===== config.mk =====
export PLATFORM = sky130hd
export DESIGN_NAME = tx_serial_7o1
export DESIGN_NICKNAME = d
export VERILOG_FILES = /design/src/rtl/serial_pkg.sv /design/src/rtl/contador_m.sv /design/src/rtl/tx_serial_7o1.sv
export SDC_FILE = /design/constraint.sdc
export NUM_CORES = 1
export LEC_CHECK = 0
export CAP_MARGIN = 0
export CORE_UTILIZATION = 30
export CTS_CLUSTER_DIAMETER = 60
export DETAILED_ROUTE_END_ITERATION = 10
export MAX_ROUTING_LAYER = met4
export PLACE_DENSITY = 0.57
export SETUP_SLACK_MARGIN = 0.15
export SKIP_CTS_REPAIR_TIMING = 1
export SLEW_MARGIN = 0
export SYNTH_ARGS = -nofsm -noshare
export SYNTH_HDL_FRONTEND = slang
export SYNTH_SLANG_ARGS = --single-unit

===== constraint.sdc =====
create_clock -name clock -period 3.9 [get_ports clock]
set_input_delay 0.78 -clock clock [delete_from_list [all_inputs] [get_ports clock]]
set_output_delay 0.78 -clock clock [all_outputs]
set_load 0.05 [all_outputs]

===== src/rtl/serial_pkg.sv =====
// Shared definitions for the 7O1 serial transmitter: FSM encodings (which double
// as debug codes), frame length and the frame-building helper.
package serial_pkg;

  typedef enum logic [3:0] {
    repouso     = 4'h0,
    preparacao  = 4'h1,
    transmissao = 4'h5,
    final_tx    = 4'hF
  } estado_t;

  localparam int         FRAME_BITS  = 10;
  localparam logic [3:0] DB_INVALIDO = 4'hE;

  // Frame as shifted out LSB first: start(0), d0..d6, odd parity, stop(1).
  function automatic logic [FRAME_BITS-1:0] monta_quadro(input logic [6:0] d);
    return {1'b1, ~^d, d, 1'b0};
  endfunction

endpackage


===== src/rtl/contador_m.sv =====
// Generic modulo-M counter; fim flags the last count so callers can act on the wrap.
module contador_m #(
  parameter int M = 4
) (
  input  logic clock,
  input  logic reset,
  input  logic zera,
  input  logic conta,
  output logic fim
);

  localparam int W = (M > 1) ? $clog2(M) : 1;

  logic [W-1:0] contagem;

  always_ff @(posedge clock or negedge reset) begin
    if (!reset) begin
      contagem <= '0;
    end else if (zera) begin
      contagem <= '0;
    end else if (conta) begin
      contagem <= (contagem == W'(M - 1)) ? '0 : contagem + W'(1);
    end
  end

  assign fim = (contagem == W'(M - 1));

endmodule


===== src/rtl/tx_serial_7o1.sv =====
// 7O1 asynchronous serial transmitter: captures a character on partida, shifts
// out start/data/parity/stop at DIVISOR clocks per bit, then pulses pronto.
module tx_serial_7o1
  import serial_pkg::*;
#(
  parameter int DIVISOR = 434
) (
  input  logic       clock,
  input  logic       reset,
  input  logic       partida,
  input  logic [6:0] dados_ascii,
  output logic       saida_serial,
  output logic       pronto,
  output logic [3:0] db_estado
);

  estado_t               estado, estado_n;
  logic [6:0]            dado, dado_n;
  logic [FRAME_BITS-1:0] quadro, quadro_n;
  logic [3:0]            bit_cnt, bit_cnt_n;
  logic                  zera, conta, fim;

  contador_m #(.M(DIVISOR)) u_tick (
    .clock (clock),
    .reset (reset),
    .zera  (zera),
    .conta (conta),
    .fim   (fim)
  );

  always_ff @(posedge clock or negedge reset) begin
    if (!reset) begin
      estado       <= repouso;
      dado         <= '0;
      quadro       <= '1;
      bit_cnt      <= '0;
      saida_serial <= 1'b1;
      pronto       <= 1'b0;
    end else begin
      estado       <= estado_n;
      dado         <= dado_n;
      quadro       <= quadro_n;
      bit_cnt      <= bit_cnt_n;
      // Outputs registered from next-state values so they line up with the state.
      saida_serial <= (estado_n == transmissao) ? quadro_n[0] : 1'b1;
      pronto       <= (estado_n == final_tx);
    end
  end

  always_comb begin
    estado_n  = estado;
    dado_n    = dado;
    quadro_n  = quadro;
    bit_cnt_n = bit_cnt;
    zera      = 1'b0;
    conta     = 1'b0;
    case (estado)
      repouso: begin
        if (partida) begin
          dado_n   = dados_ascii;
          estado_n = preparacao;
        end
      end
      preparacao: begin
        quadro_n  = monta_quadro(dado);
        bit_cnt_n = '0;
        zera      = 1'b1;
        estado_n  = transmissao;
      end
      transmissao: begin
        conta = 1'b1;
        if (fim) begin
          quadro_n = {1'b1, quadro[FRAME_BITS-1:1]};
          // Bit counter stops at 9: the stop bit's last tick ends the frame.
          if (bit_cnt == 4'(FRAME_BITS - 1)) begin
            estado_n = final_tx;
          end else begin
            bit_cnt_n = bit_cnt + 4'd1;
          end
        end
      end
      final_tx: estado_n = repouso;
      default:  estado_n = repouso;
    endcase
  end

  always_comb begin
    case (estado)
      repouso, preparacao, transmissao, final_tx: db_estado = estado;
      default:                                    db_estado = DB_INVALIDO;
    endcase
  end

endmodule


==> results.py, run 1 <==
metrics = {
    "logic_synthesis": {
        "seq_area_frac_synth": 0.505,
        "synth_edf_count": 0,
        "ys_warn_count": 0,
        "synth_cell_types": 48,
        "synth_top_area_frac": 0.345,
        "synth_area_um2": 1810,
        "syn_nets": 172,
        "synthArstFlopShare": 1.00,
        "postSynthCellCount": 158,
        "synthTopCellsByCount": "dfrtp_1 (25), dfstp_2 (11), inv_1 (9)",
        "ys.flop_type": "dfrtp_1",
        "synth_top_cell_by_area": "dfrtp_1",
        "synth_area_per_cell_um2": 11.5,
        "ys_top_cells_by_area": "dfrtp_1 (35%), dfstp_2 (16%), mux2_2 (4.4%)",
        "ys_ff_latch": 36,
        "synth.most_common_cell": "dfrtp_1",
    },
    "place": {
        "dp_cells": 240,
        "placed_cell_area_um2": 2020,
        "port_buffers": 15,
        "hpwl_um": 2340,
        "gp_congestion": 0.799,
    },
    "floorplan": {
        "core_area_um2": 5680,
        "start_util": 0.319,
        "die_h_um": 79.7,
        "fp-row-count": 27,
        "ioPinCount": 16,
        "fp.dieW_um": 79.7,
        "die-area_um2": 6350,
    },
    "sta": {
        "max_freq_ghz": 0.343,
        "hold_viol": 0,
        "grt_setup_unrepaired": "false",
        "period_needed_ns": 2.91,
        "max_slew.worst_pin.slew_ns": 0.929,
        "fin_worst_skew_ns": 0.00632,
        "slew_headroom": 0.381,
        "fin_tns_setup_ns": 0,
        "slew_violations": 0,
        "setup_viol": 0,
        "post-route-period-util": 0.747,
    },
    "routing": {
        "wl_per_cell_um": 13.9,
        "drt-initial-drc-count": 74,
        "postRouteAntennaNets": 0,
        "vias": 1208,
        "firstDrtPassIters": 4,
        "drc": 0,
        "wl_um": 3460,
        "vias_per_cell": 4.87,
    },
    "finish": {
        "drive_above_1_share": 0.239,
        "instances_no_fill": 248,
        "area_delta_synth_final_pct": 16.6,
        "nFillCells": 560,
        "final_core_util": 0.372,
        "antennaDiodeCount": 0,
        "fin_nets": 189,
        "finalInstanceArea_um2": 2110,
    },
    "power": {
        "clockPowerShare": 0.415,
        "p_switching_uw": 140,
        "ir_drop_mv": 0.141,
        "p_leak_nw": 0.903,
        "pwr_density_cell_nw_per_um2": 315,
        "p_int_uw": 525,
        "pwr-share-seq": 0.562,
        "combPwrFrac": 0.023,
        "switching_share": 0.211,
        "finalPower_uw": 665,
    },
    "job": {
        "maxCapViolations": 0,
    },
    "global_routing": {
        "grt_max_degree": 37,
        "antenna_found_initial": 0,
        "grt_usage": 0.122,
        "grt_overflow": 0,
        "grt_pass1_wl_um": 5670,
        "grt_pass1_vias": 1126,
    },
    "min_path": {
        "hold_class": "flop to flop",
    },
    "clocking": {
        "clk_path_buf_depth": 2,
        "clkLatencyLatePin_ns": 0.28,
        "path_clk_slew_ns": 0.07,
        "h-tree-depth": 2,
        "cts_tree": "yes",
        "ctsRootBufferMaster": "clkbuf_8",
        "cts_buffers": 5,
        "cts_num_sinks": 36,
    },
    "setup_path": {
        "cp-end-kind": "primary output",
        "path_max_fanout": 14,
        "required_ns": 3.12,
        "worstSetupStartpointType": "flop",
        "cp.arrival_ns": 2.13,
        "path_class": "flop to primary output",
    },
    "run_status": {
        "status": "completed",
    },
}
==> flip-flops by register name, summed over array words and instances (netlist names) <==
register and count:
bit_cnt 4, dado 7, estado 4, pronto 1, quadro 10, saida_serial 1, u_tick.contagem 9
==> layout by cell type (no fill, tap or decap), types with 5 or more instances in the layout <==
cell             synthesis  routed
dfrtp_1                 25      25
mux2_2                   7       7
o22a_1                   7       7
o21a_1                   8       8
dfstp_2                 11      11
inv_1                    9       9
clkbuf_8                 0       6
clkdlybuf4s50_1          0      14
nand2_1                  8       8
xnor2_1                  5       5
==> worst paths after layout <==
| kind | start | endpoint | cells after the start | slack [ns] |
|---|---|---|---|---|
| max | estado[3]$_DFF_PN0_ | db_estado[3] | 5 | 0.99 |
| max reg2reg | estado[3]$_DFF_PN0_ | quadro[8]$_DFFE_PN1P_ | 6 | 1.66 |
| max in group asynchronous | reset | estado[0]$_DFF_PN0_ | 1 | 2.81 |
| min in group asynchronous | reset | u_tick.contagem[6]$_DFFE_PN0P_ | 1 | 0.59 |
| min | quadro[0]$_DFF_PN1_ | quadro[0]$_DFF_PN1_ | 2 | 0.50 |
| min reg2reg | quadro[0]$_DFF_PN1_ | quadro[0]$_DFF_PN1_ | 2 | 0.50 |
==> per-stage QoR <==
stage,hold WS [ns],setup slack [ns]
finish,0.497,0.989
global route,0.516,0.856
CTS,0.489,0.959
detailed placement,0.475,1.31
global placement,0.475,1.34
floorplan,0.456,1.61
==> worst max-delay path, cell delays in order (launching register included) <==
cell             delay, ns
dfrtp_1               0.39
nor2_1                0.16
nand2_1               0.20
inv_2                 0.30
nor2_1                0.08
clkdlybuf4s50_1       0.71
==> routing by layer <==
| metal | global-route usage | routed length (µm) |
|---|---|---|
| met5 | - | 0 |
| met4 | 0.0491 | 40 |
| met3 | 0.0309 | 95 |
| met2 | 0.178 | 1490 |
| met1 | 0.160 | 1830 |
==> cell families (layout without fill, tap and decap cells) <==
logic type | Yosys count | after routing | share of synthesized area
multiplexers | 11 | 11 | 0.0684
adder cells (fa/ha/maj) | 4 | 4 | 0.0276
flip-flops | 36 | 36 | 0.505
buffers and inverters | 15 | 33 | 0.0366
AND/OR/NAND/NOR | 47 | 47 | 0.157
XOR/XNOR | 7 | 7 | 0.0338
AO/OA/AOI/OAI | 38 | 38 | 0.172
==> area by class of cell <==
class	count	area (µm²)	area share
multi-input combinational	107	831	0.393
tap	72	90.1	0.0427
sequential	36	915	0.433
clock buffer	7	86.3	0.0409
timing repair buffer	15	145	0.0687
clock inverter	1	7.51	0.00355
inverter	10	37.5	0.0178
==> power by group through the flow <==
stage / logic [mW] / registers [mW] / clock network [mW]
6_report: 0.0152 / 0.374 / 0.276
4_1_cts: 0.0162 / 0.374 / 0.289
3_3_place_gp: 0.0160 / 0.380 / 0
5_1_grt: 0.0174 / 0.374 / 0.304
3_5_place_dp: 0.0162 / 0.380 / 0
2_1_floorplan: 0.0000792 / 0.381 / 0
Note: power is estimated with default switching activity, not from simulation.
==> run 2: changes to the inputs <==
--- a/config.mk
+++ b/config.mk
@@ -10,7 +10,7 @@
 export CTS_CLUSTER_DIAMETER = 60
 export DETAILED_ROUTE_END_ITERATION = 10
 export MAX_ROUTING_LAYER = met4
-export PLACE_DENSITY = 0.57
+export PLACE_DENSITY = 0.59
 export SETUP_SLACK_MARGIN = 0.15
 export SKIP_CTS_REPAIR_TIMING = 1
 export SLEW_MARGIN = 0
==> constraint.sdc (replaced) <==
create_clock -name clock -period 2.5 [get_ports clock]
set_input_delay 0.5 -clock clock [delete_from_list [all_inputs] [get_ports clock]]
set_output_delay 0.5 -clock clock [all_outputs]
set_load 0.05 [all_outputs]
==> run 2 against run 1 <==
Against the previous run:
- design area grew 2.6%
- critical path depth is 2 lower
- total power increased by 67%
- critical path type unchanged
- clock-buffer cell count is 2 lower
- combinational power rose by 56%
- clock power rose by 83%
- register-to-register slack got worse by 1.0 ns
==> results.py, run 2 (synthesis gave the netlist of run 1 again) <==
metrics = {
    "run_status": {
        "status": "completed",
    },
    "sta": {
        "grt_setup_unrepaired": "false",
        "worst_slack_ns": 0.239,
        "slew_violations": 0,
        "max_freq_ghz": 0.442,
        "period_needed_ns": 2.26,
        "post-route-period-util": 0.904,
        "whs_ns": 0.296,
        "slew_headroom": 0.467,
        "hold_viol": 0,
        "max_slew.worst_pin.slew_ns": 0.800,
        "fin_worst_skew_ns": 0.00490,
        "setup_viol": 0,
        "fin_tns_setup_ns": 0,
    },
    "power": {
        "combPwrFrac": 0.021,
        "pwr-share-seq": 0.525,
        "p_switching_uw": 222,
        "clockPowerShare": 0.454,
        "p_leak_nw": 0.969,
        "switching_share": 0.200,
        "finalPower_mw": 1.11,
        "p_int_uw": 889,
        "ir_drop_mv": 0.257,
        "pwr_density_cell_nw_per_um2": 513,
    },
    "global_routing": {
        "antenna_found_initial": 0,
        "grt_usage": 0.121,
        "grt_pass1_wl_um": 5600,
        "grt_max_degree": 37,
        "grt_pass1_vias": 1188,
        "grt_overflow": 0,
    },
    "floorplan": {
        "die_h_um": 79.7,
        "die-area_um2": 6350,
        "ioPinCount": 16,
        "fp-row-count": 27,
        "core_area_um2": 5680,
        "start_util": 0.319,
        "fp.dieW_um": 79.7,
    },
    "routing": {
        "met3_wirelength_um": 119,
        "postRouteAntennaNets": 0,
        "wl_met1_um": 1650,
        "vias": 1241,
        "met2_length_um": 1510,
        "vias_per_cell": 4.92,
        "firstDrtPassIters": 4,
        "drt-initial-drc-count": 72,
        "wl_per_cell_um": 13.3,
        "top_layer_used": "met4",
        "drc": 0,
        "wl_um": 3340,
    },
    "finish": {
        "antennaDiodeCount": 0,
        "final_cell_mix": "dfrtp_1 (25), clkdlybuf4s50_1 (11), dfstp_2 (11), inv_1 (9)",
        "instances_no_fill": 252,
        "largest-register": "quadro",
        "largest_registers": "quadro: 10 flops, u_tick.contagem: 9 flops, dado: 7 flops",
        "drive_above_1_share": 0.272,
        "largest_reg_flops": 10,
        "fin_nets": 193,
        "finalInstanceArea_um2": 2170,
        "layout_commonest_cell": "dfrtp_1",
        "area_delta_synth_final_pct": 19.6,
        "final_core_util": 0.382,
    },
    "job": {
        "maxCapViolations": 0,
    },
    "clocking": {
        "path_clk_slew_ns": 0.07,
        "h-tree-depth": 2,
        "cts_num_sinks": 36,
        "cts_buffers": 5,
        "cts_tree": "yes",
        "ctsRootBufferMaster": "clkbuf_8",
        "clk_path_buf_depth": 2,
        "clkLatencyLatePin_ns": 0.29,
    },
    "setup_path": {
        "required_ns": 2.00,
        "worstSetupStartpointType": "flop",
        "r2r_slack_ns": 0.64,
        "cp-end-kind": "primary output",
        "cp.arrival_ns": 1.76,
        "path_max_fanout": 5,
        "path_class": "flop to primary output",
    },
    "place": {
        "hpwl_um": 2280,
        "dp_cells": 244,
        "gp_congestion": 0.765,
        "placed_cell_area_um2": 2050,
        "port_buffers": 15,
        "dp_slack_ns": 0.397,
    },
    "min_path": {
        "hold_class": "input pin to async pin",
    },
}
## run 2: final cells by class
type	count	area, µm²
tap	72	90.1
timing repair buffer	19	178
inverter	10	37.5
fill	553	3510
clock inverter	3	42.5
multi-input combinational	107	836
clock buffer	5	68.8
sequential	36	915
## run 2: final timing paths
| path | to | from | cells past startpoint |
|---|---|---|---|
| max reg2reg | quadro[8]$_DFFE_PN1P_ | estado[3]$_DFF_PN0_ | 8 |
| max | db_estado[2] | estado[3]$_DFF_PN0_ | 3 |
| min in group clock | quadro[0]$_DFF_PN1_ | quadro[1]$_DFFE_PN1P_ | 2 |
| min | u_tick.contagem[1]$_DFFE_PN0P_ | reset | 1 |
| max in group asynchronous | dado[1]$_DFFE_PN0P_ | reset | 1 |
| min reg2reg | quadro[0]$_DFF_PN1_ | quadro[1]$_DFFE_PN1P_ | 2 |
## run 2: power by group through the flow
stage | clock network (mW) | logic, mW | registers, mW
floorplan | 0 | 0.000123 | 0.594
global placement | 0 | 0.0254 | 0.594
detailed placement | 0 | 0.0252 | 0.594
CTS | 0.525 | 0.0252 | 0.583
global route | 0.551 | 0.0275 | 0.583
finish | 0.504 | 0.0237 | 0.583
## run 2: critical path: stages (launching register included)
cell and delay, ns:
dfrtp_1 0.40, nor3_2 0.31, inv_1 0.07, clkdlybuf4s50_1 0.70
## run 2: per-layer routing
| metal | GRT usage | vias up |
|---|---|---|
| li1 | - | 608 |
| met1 | 0.150 | 603 |
| met2 | 0.181 | 23 |
| met3 | 0.0309 | 7 |
| met4 | 0.0600 | 0 |
| met5 | - | - |
